## src/rtl/adc_pkg.sv

```systemverilog
// Shared defaults and FSM state encoding for the serial-ADC emulator.
package adc_pkg;

    localparam int unsigned ADC_DATA_WIDTH  = 16;
    localparam int unsigned ADC_CONV_CYCLES = 140;

    typedef enum logic [1:0] {
        IDLE    = 2'd0,
        CONVERT = 2'd1,
        READOUT = 2'd2
    } adc_state_e;

endpackage

```

## src/rtl/edge_sync.sv

```systemverilog
// Multi-flop synchronizer with a history flop; emits registered one-cycle
// rise/fall pulses for an asynchronous input.
module edge_sync #(
    parameter int unsigned STAGES = 2
) (
    input  logic clk_i,
    input  logic rst_i,
    input  logic d_i,
    output logic rise_o,
    output logic fall_o
);

    logic [STAGES-1:0] sync_q;
    logic              hist_q;
    logic              rise_q;
    logic              fall_q;

    always_ff @(posedge clk_i or posedge rst_i) begin
        if (rst_i) begin
            sync_q <= '0;
            hist_q <= 1'b0;
            rise_q <= 1'b0;
            fall_q <= 1'b0;
        end else begin
            sync_q <= {sync_q[STAGES-2:0], d_i};
            hist_q <= sync_q[STAGES-1];
            rise_q <= sync_q[STAGES-1] & ~hist_q;
            fall_q <= ~sync_q[STAGES-1] & hist_q;
        end
    end

    assign rise_o = rise_q;
    assign fall_o = fall_q;

endmodule

```

## src/rtl/adc_emulator.sv

```systemverilog
// Responder side of a serial SAR-ADC link: convert strobe in, fixed busy time,
// then the captured word shifted out MSB-first on falling serial-clock edges.
module adc_emulator
    import adc_pkg::*;
#(
    parameter int unsigned DATA_WIDTH  = ADC_DATA_WIDTH,
    parameter int unsigned CONV_CYCLES = ADC_CONV_CYCLES,
    parameter int unsigned SYNC_STAGES = 2
) (
    input  logic                  clk210_p,
    input  logic                  reset_p,
    input  logic                  cnv_p,
    input  logic                  sck_p,
    output logic                  sdo_p,
    input  logic                  pattern_sel_p,
    input  logic [DATA_WIDTH-1:0] sample_data_p,
    input  logic                  overrun_clr_p,
    output logic                  busy_p,
    output logic                  overrun_p,
    output logic [31:0]           conv_count_p
);

    localparam int unsigned BIT_W = $clog2(DATA_WIDTH);
    localparam int unsigned CNT_W = $clog2(CONV_CYCLES);

    logic cnv_rise;
    logic cnv_fall_unused;
    logic sck_rise_unused;
    logic sck_fall;

    edge_sync #(.STAGES(SYNC_STAGES)) u_cnv_sync (
        .clk_i  (clk210_p),
        .rst_i  (reset_p),
        .d_i    (cnv_p),
        .rise_o (cnv_rise),
        .fall_o (cnv_fall_unused)
    );

    edge_sync #(.STAGES(SYNC_STAGES)) u_sck_sync (
        .clk_i  (clk210_p),
        .rst_i  (reset_p),
        .d_i    (sck_p),
        .rise_o (sck_rise_unused),
        .fall_o (sck_fall)
    );

    adc_state_e            state_q,    state_d;
    logic [CNT_W-1:0]      busy_cnt_q, busy_cnt_d;
    logic [BIT_W-1:0]      bit_cnt_q,  bit_cnt_d;
    logic [DATA_WIDTH-1:0] shreg_q,    shreg_d;
    logic [DATA_WIDTH-1:0] ramp_q,     ramp_d;
    logic [31:0]           count_q,    count_d;
    logic                  sdo_q,      sdo_d;
    logic                  busy_q,     busy_d;
    logic                  overrun_q,  overrun_d;
    logic                  start;
    logic                  set_ovr;

    always_ff @(posedge clk210_p or posedge reset_p) begin
        if (reset_p) begin
            state_q    <= IDLE;
            busy_cnt_q <= '0;
            bit_cnt_q  <= '0;
            shreg_q    <= '0;
            ramp_q     <= '0;
            count_q    <= '0;
            sdo_q      <= 1'b0;
            busy_q     <= 1'b0;
            overrun_q  <= 1'b0;
        end else begin
            state_q    <= state_d;
            busy_cnt_q <= busy_cnt_d;
            bit_cnt_q  <= bit_cnt_d;
            shreg_q    <= shreg_d;
            ramp_q     <= ramp_d;
            count_q    <= count_d;
            sdo_q      <= sdo_d;
            busy_q     <= busy_d;
            overrun_q  <= overrun_d;
        end
    end

    always_comb begin
        state_d    = state_q;
        busy_cnt_d = busy_cnt_q;
        bit_cnt_d  = bit_cnt_q;
        shreg_d    = shreg_q;
        ramp_d     = ramp_q;
        count_d    = count_q;
        sdo_d      = sdo_q;
        busy_d     = busy_q;
        start      = 1'b0;
        set_ovr    = 1'b0;

        case (state_q)
            IDLE: begin
                sdo_d  = 1'b0;
                busy_d = 1'b0;
                start  = cnv_rise;
            end
            CONVERT: begin
                set_ovr = cnv_rise;
                if (busy_cnt_q == '0) begin
                    state_d   = READOUT;
                    busy_d    = 1'b0;
                    sdo_d     = shreg_q[DATA_WIDTH-1];
                    bit_cnt_d = '0;
                end else begin
                    busy_cnt_d = busy_cnt_q - 1'b1;
                end
            end
            READOUT: begin
                // A new strobe beats a simultaneous sck fall: no shift happens.
                if (cnv_rise) begin
                    set_ovr = 1'b1;
                    start   = 1'b1;
                end else if (sck_fall) begin
                    if (bit_cnt_q == BIT_W'(DATA_WIDTH - 1)) begin
                        state_d = IDLE;
                        sdo_d   = 1'b0;
                    end else begin
                        bit_cnt_d = bit_cnt_q + 1'b1;
                        sdo_d     = shreg_q[DATA_WIDTH-2];
                        shreg_d   = {shreg_q[DATA_WIDTH-2:0], 1'b0};
                    end
                end
            end
            default: begin
                state_d = IDLE;
                sdo_d   = 1'b0;
                busy_d  = 1'b0;
            end
        endcase

        if (start) begin
            shreg_d    = pattern_sel_p ? sample_data_p : ramp_q;
            ramp_d     = ramp_q + 1'b1;
            count_d    = count_q + 32'd1;
            busy_cnt_d = CNT_W'(CONV_CYCLES - 1);
            busy_d     = 1'b1;
            sdo_d      = 1'b0;
            state_d    = CONVERT;
        end

        overrun_d = set_ovr ? 1'b1 : (overrun_clr_p ? 1'b0 : overrun_q);
    end

    assign sdo_p        = sdo_q;
    assign busy_p       = busy_q;
    assign overrun_p    = overrun_q;
    assign conv_count_p = count_q;

endmodule

```

## config.mk

```make
export PLATFORM = sky130hd
export DESIGN_NAME = adc_emulator
export DESIGN_NICKNAME = d
export VERILOG_FILES = /design/src/rtl/adc_pkg.sv /design/src/rtl/edge_sync.sv /design/src/rtl/adc_emulator.sv
export SDC_FILE = /design/constraint.sdc
export NUM_CORES = 1
export LEC_CHECK = 0
export ABC_CLOCK_PERIOD_IN_PS = 3600
export CAP_MARGIN = 25
export CORE_MARGIN = 8
export CORE_UTILIZATION = 29
export CTS_BUF_LIST = sky130_fd_sc_hd__clkbuf_2
export DETAILED_ROUTE_END_ITERATION = 8
export GPL_ROUTABILITY_DRIVEN = 0
export RECOVER_POWER = 25
export SLEW_MARGIN = 30
export SYNTH_ARGS = -nofsm -noshare
export SYNTH_HDL_FRONTEND = slang
export SYNTH_HIERARCHICAL = 1
export SYNTH_SLANG_ARGS = --single-unit
```

## constraint.sdc

```tcl
create_clock -name clk210_p -period 3.6 [get_ports clk210_p]
set_input_delay 0.72 -clock clk210_p [delete_from_list [all_inputs] [get_ports clk210_p]]
set_output_delay 0.72 -clock clk210_p [all_outputs]
set_load 0.05 [all_outputs]
```

# After elaboration in Yosys (flattened, before gate mapping)
# Index checks and enable logic that the tools add are counted.
# classes
n_addsub	4
n_eq_ne	16
muxes	34
n_bitwise	4
reduce_logical	13
# op_table
operator	n
2-to-1 mux 16 bit	6
adder 32 x 1 -> 32 bit, second input constant	1
2-to-1 mux 8 bit	3
adder 16 x 1 -> 16 bit, second input constant	1
2-to-1 mux 4 bit	4
inequality test 2 bit, second input constant	8
2-to-1 mux 1 bit	10
2-to-1 mux 2 bit	5
AND reduction 5 bit	2
nonzero test 2 bit	5
inequality test 3 bit, second input constant	3
logical NOT 8 bit	1
one-hot mux 1 bit (2 select lines)	4
one-hot mux 4 bit (2 select lines)	1
subtractor 8 x 1 -> 8 bit, second input constant	1
one-hot mux 2 bit (3 select lines)	1
adder 4 x 1 -> 4 bit, second input constant	1
equality test 4 bit, second input constant	1
AND reduction 2 bit	2
AND reduction 4 bit	1
inequality test 3 x 2 -> 1 bit, second input constant	1
AND reduction 3 bit	1
AND 1 bit	2
equality test 2 x 1 -> 1 bit, second input constant	1
4 further kinds	5
# totals
ff_bits	89
input_bits	22
output_inout_bits	35
elab_cells	86

# Longest topological paths before layout
# Gate-level depths: netlist (run 1).
# depth
ltp_word	6
ltp_mapped	8
mapped_depth_nobuf	6

# By module
# The synthesis (run 1) kept the hierarchy.
# by_module_without_submodules
mod	n_inst	cells_each	area_per_inst_um2	seq_area_each_um2
adc_emulator	1	400	4056.4	2026.9
edge_sync	2	8	143.9	125.1

# Least setup slack after synthesis (run 1)
# No wires, ideal clock.
# synth_path
kind	register to register
start	register count_q[0] (netlist: conv_count_p[0])
end	register count_q[16] (netlist: conv_count_p[16])
setup_time_ns	0.142
t_arrival_ns	1.765
required_time_ns	3.458
slack_ns	1.693
stages_incl_launch_ff	7
path_buffers	1
period_less_slack_ns	1.907
path_cell_list	dfrtp_1 -> ha_1 -> o2111ai_1 -> nor3_1 -> buf_2 -> nand3_1 -> xnor2_1
# synth_between
elab_chain_cells	1
# synth_rtl
item	line_no	text
from (decl)	adc_emulator.sv:52	logic [31:0] count_q, count_d;
from (signal assigned)	adc_emulator.sv:76	count_q <= count_d;
adder 32 x 1 -> 32 bit	adc_emulator.sv:138	count_d = count_q + 32'd1;
# No other way between the ends.
# A chain may end at the register's enable or synchronous reset.

==> results of run 1 <==
-- worst paths after layout --
check,from,cells past startpoint,end,slack [ns]
setup / recovery,reset_p,3,conv_count_p[19],0.87
hold / removal,u_sck_sync/sync_q[0],0,u_sck_sync/sync_q[1],0.38
setup reg to reg,state_q[0],6,bit_cnt_q[3],1.14
hold reg to reg,u_sck_sync/sync_q[0],0,u_sck_sync/sync_q[1],0.38
max in group clk210_p,conv_count_p[23],1,conv_count_p[23],0.90
min in group asynchronous,reset_p,2,u_cnv_sync/sync_q[1],0.48
-- placed cells by master (no fill, tap or decap), drive strengths merged, types with 12 or more instances in the layout --
cell	n
xor2	14
dfrtp	89
inv	12
nand3	22
nor2	16
xnor2	38
nand2	57
a31oi	15
nand4	18
nor2b	17
a211oi	17
clkdlybuf4s50	52
-- state kept, by name, summed over array words and instances, names as in the netlist, 2 cells and up --
signal	flops
conv_count_p	32
ramp_q	16
shreg_q	16
busy_cnt_q	8
bit_cnt_q	4
state_q	2
u_cnv_sync/sync_q	2
u_sck_sync/sync_q	2
-- critical path: stages --
cell and delay (ns):
dlygate4sd3_1 0.57, inv_1 0.67, clkbuf_2 1.18
-- power by group through the flow --
stage               clock [mW]  combinational [mW]  sequential (mW)
floorplan                    0               0.505             1.49
CTS                      0.545               0.856             1.39
finish                   0.520               0.839             1.39
global placement             0               0.833             1.40
global route             0.585               0.940             1.42
detailed placement           0               0.852             1.41
-- layer usage --
metal / part of all wire / global-route usage
met4: 0.011 / 0.0290
met5: 0 / 0
met2: 0.47 / 0.169
met3: 0.047 / 0.0306
met1: 0.47 / 0.137
-- per-stage QoR --
step | area (um^2) | hold WS [ns]
4_1_cts | 5130 | 0.332
2_1_floorplan | 4280 | 0.331
6_report | 5130 | 0.385
5_1_grt | 5130 | 0.400
3_3_place_gp | 5020 | 0.333
3_5_place_dp | 5020 | 0.337
-- layout make-up --
| cell class | instances | area, um^2 |
|---|---|---|
| Fill cell | 1480 | 9350 |
| Sequential cell | 89 | 2230 |
| Multi-Input combinational cell | 291 | 1930 |
| Timing Repair Buffer | 60 | 583 |
| Tap cell | 184 | 230 |
| Clock inverter | 7 | 70.1 |
| Clock buffer | 9 | 45.0 |
| Inverter | 11 | 41.3 |
==> impl_metrics.tcl, run 1 <==
set metrics [dict create \
    max_slew_margin 0.0285 \
    p_per_area_nw_per_um2 536 \
    irDropWorstVdd_mv 0.240 \
    layout.nets 492 \
    cp.arrival_ns 3.21 \
    fmax_ghz 0.366 \
    grt_usage 0.106 \
    cts_tree "built" \
    totalWireLength_um 9510 \
    die_x_um 137 \
    post-place-ws_ns 0.853 \
    crit_type "in -> async" \
    yosysWarnings 6 \
    switching_share 0.381 \
    drv_slew 0 \
    grt_first_pass_wirelength_um 16100 \
    stdcell_count 651 \
    combPwrFrac 0.305 \
    postCtsSetupRepairBufs 0 \
    dieArea_um2 18900 \
    path_clk_slew_ns 0.25 \
    drt-wirelength-per-cell_um 14.6 \
    initial_core_util 0.296 \
    clk_latency_ns 0.57 \
    grt_pass1_vias 3264 \
    route.antenna.remaining_nets 0 \
    fp-row-count 44 \
    totalNegativeSetupSlack_ns 0 \
    final-hold-violation-count 0 \
    io_buffers 56 \
    die_h_um 137 \
    setup_viol 0 \
    drtPass1Iterations 4 \
    status "finished, final reports clean" \
    antenna_found_initial 0 \
    hold_class "reg -> reg" \
    critPathLaunchType "input pin" \
    leakage_nw 2.16 \
    overflow 0 \
    htreeDepth 3 \
    vias 3180 \
    drc_errors 0 \
    clock-sinks 89 \
    cap_violations 0 \
    path_max_fanout 58 \
    rsz0062_at_grt "false" \
    postCtsHoldBufs 0 \
    dpl.cell_count 635 \
    final_util 0.354 \
    tightest_slew_ns 1.46 \
    clock_path_buffers 2 \
    hpwl_um 6670 \
    area_growth_pct 19.9 \
    cts_resized 0 \
    setup_ws_ns 0.870 \
    period_share 0.758 \
    p_seq_frac 0.505 \
    netlist_instances 412 \
    cts_buffers 9 \
    synth_area_um2 4280 \
    fin_skew_ns 0.0236 \
    design.portCount 57 \
    grt_max_degree 59 \
    vias_per_cell 4.88 \
    syn_area_per_cell_um2 10.4 \
    switchingPower_mw 1.05 \
    synth_nets 442 \
    diodes 0 \
    clockPowerShare 0.189 \
    finalPower_mw 2.75 \
    period_minus_slack_ns 2.73 \
    clock-root-buffer "clkbuf_2" \
    layout-drive-gt1-share 0.0707 \
    internal-power_mw 1.70 \
    cp.required_ns 4.08 \
    end_kind "asynchronous set/reset pin" \
    drt_iter0_markers 154 \
    core_um2 14500 \
]
(Power assumes the default switching activity.)
==> inputs of run 2 (changes only) <==
Settings changed: ABC_CLOCK_PERIOD_IN_PS 3600 to 2500.
Clock period 3.6 ns to 2.5 ns, I/O delays scaled along.
==> impl_metrics.tcl, run 2 (synthesized netlist as in run 1, its figures left out) <==
set metrics [dict create \
    status "finished, final reports clean" \
    die_h_um 137 \
    finalPower_mw 3.95 \
    grt_max_degree 44 \
    cp.buffers_inverters 1 \
    final_cell_mix "dfrtp_1, nand2_1, clkdlybuf4s50_1" \
    clk_latency_ns 0.54 \
    clock-root-buffer "clkbuf_2" \
    cts_tree "built" \
    area_growth_pct 21.3 \
    hold_ws_ns 0.298 \
    clock_path_buffers 2 \
    tightest_slew_ns 1.13 \
    grt_first_pass_wirelength_um 15600 \
    path_cells "clkdlybuf4s50_1" \
    max_stage_delay_ns 0.84 \
    switching_share 0.375 \
    initial_core_util 0.296 \
    htreeDepth 3 \
    setup_viol 0 \
    rsz0062_at_grt "false" \
    cap_violations 0 \
    route.antenna.remaining_nets 0 \
    drt_iter0_markers 174 \
    drt-wirelength-per-cell_um 14.4 \
    cp.required_ns 2.00 \
    period_share 0.956 \
    clock-sinks 89 \
    design.portCount 57 \
    fmax_ghz 0.418 \
    grt_usage 0.103 \
    vias_per_cell 4.86 \
    vias 3212 \
    period_minus_slack_ns 2.39 \
    totalNegativeSetupSlack_ns 0 \
    p_seq_frac 0.507 \
    switchingPower_mw 1.48 \
    stdcell_count 661 \
    internal-power_mw 2.47 \
    crit_type "reg -> out" \
    layout-drive-gt1-share 0.0840 \
    clockPowerShare 0.185 \
    max_slew_margin 0.242 \
    slowest_stage "clkdlybuf4s50_1" \
    critPathLaunchType "flop" \
    die_x_um 137 \
    fin_skew_ns 0.0383 \
    end_kind "output pin" \
    hpwl_um 6800 \
    layout.nets 501 \
    path_clk_slew_ns 0.25 \
    drv_slew 0 \
    cts_buffers 9 \
    path_max_fanout 6 \
    cp.arrival_ns 1.89 \
    setup_ws_ns 0.109 \
    hold_class "in -> async" \
    fp-row-count 44 \
    leakage_nw 2.25 \
    postCtsSetupRepairBufs 0 \
    drc_errors 0 \
    combPwrFrac 0.308 \
    antenna_found_initial 1 \
    dpl.cell_count 644 \
    drtPass1Iterations 4 \
    io_buffers 56 \
    post-place-ws_ns 0.371 \
    core_um2 14500 \
    totalWireLength_um 9490 \
    layout_commonest_cell "dfrtp_1" \
    overflow 0 \
    critPathTopFamily "buffers and inverters" \
    dieArea_um2 18900 \
    irDropWorstVdd_mv 0.340 \
    p_per_area_nw_per_um2 761 \
    grt_pass1_vias 3144 \
    final-hold-violation-count 0 \
    largest_register_ff_count 32 \
]
## run 2: cell count changes in the layout (fill, tap and decap cells not counted), sizes merged
cell / previous run / this run
buf: 4 / 9
clkbuf: 10 / 15
clkdlybuf4s50: 52 / 50
clkinv: 2 / 3
clkinvlp: 3 / 2
diode: 0 / 1
dlymetal6s2s: 0 / 3
inv: 12 / 10
## run 2: what timing repair did
item | in CTS | in global routing
hold buffers | 0 | 0
endpoints found under the setup margin | 0 | 3
resized for setup | 0 | 3
## run 2: layer usage
metal,global-route usage,up-vias,routed length (um)
li1,-,1567,-
met1,0.137,1563,4520
met2,0.156,72,4280
met3,0.0306,10,563
met4,0.0356,0,132
met5,0,-,0
## run 2: area by class of cell
type / count / area (um^2)
well taps: 184 / 230
fillers: 1440 / 9290
repair buffers: 69 / 652
clock buffers: 11 / 55.1
multi-input cells: 291 / 1920
clock inverters: 5 / 56.3
diodes: 1 / 2.50
flip-flops and latches: 89 / 2230
inverters: 11 / 42.5
## run 2: per-stage QoR
stage                     utilization  instance area (um^2)
final                           0.358                  5190
after global routing            0.358                  5190
after CTS                       0.360                  5210
after detailed placement        0.352                  5100
after global placement          0.352                  5100
after floorplan                     -                  4280
## run 2: worst paths after layout
path | startpoint | to | slack [ns] | depth (start not counted)
max | conv_count_p[8] | conv_count_p[8] | 0.11 | 1
min | reset_p | u_cnv_sync/sync_q[1] | 0.30 | 2
max reg2reg | state_q[0] | ramp_q[15] | 0.37 | 6
min reg2reg | u_cnv_sync/sync_q[0] | u_cnv_sync/sync_q[1] | 0.38 | 0
max in group asynchronous | reset_p | conv_count_p[0] | 0.48 | 3
min in group clk210_p | u_cnv_sync/sync_q[0] | u_cnv_sync/sync_q[1] | 0.38 | 0
## run 2: power by group through the flow
stage / registers, mW / logic, mW / clock network (mW)
after global routing: 2.05 / 1.34 / 0.815
final: 2.00 / 1.22 / 0.730
after CTS: 2.00 / 1.24 / 0.756
after detailed placement: 2.03 / 1.23 / 0
after floorplan: 2.15 / 0.727 / 0
after global placement: 2.02 / 1.21 / 0
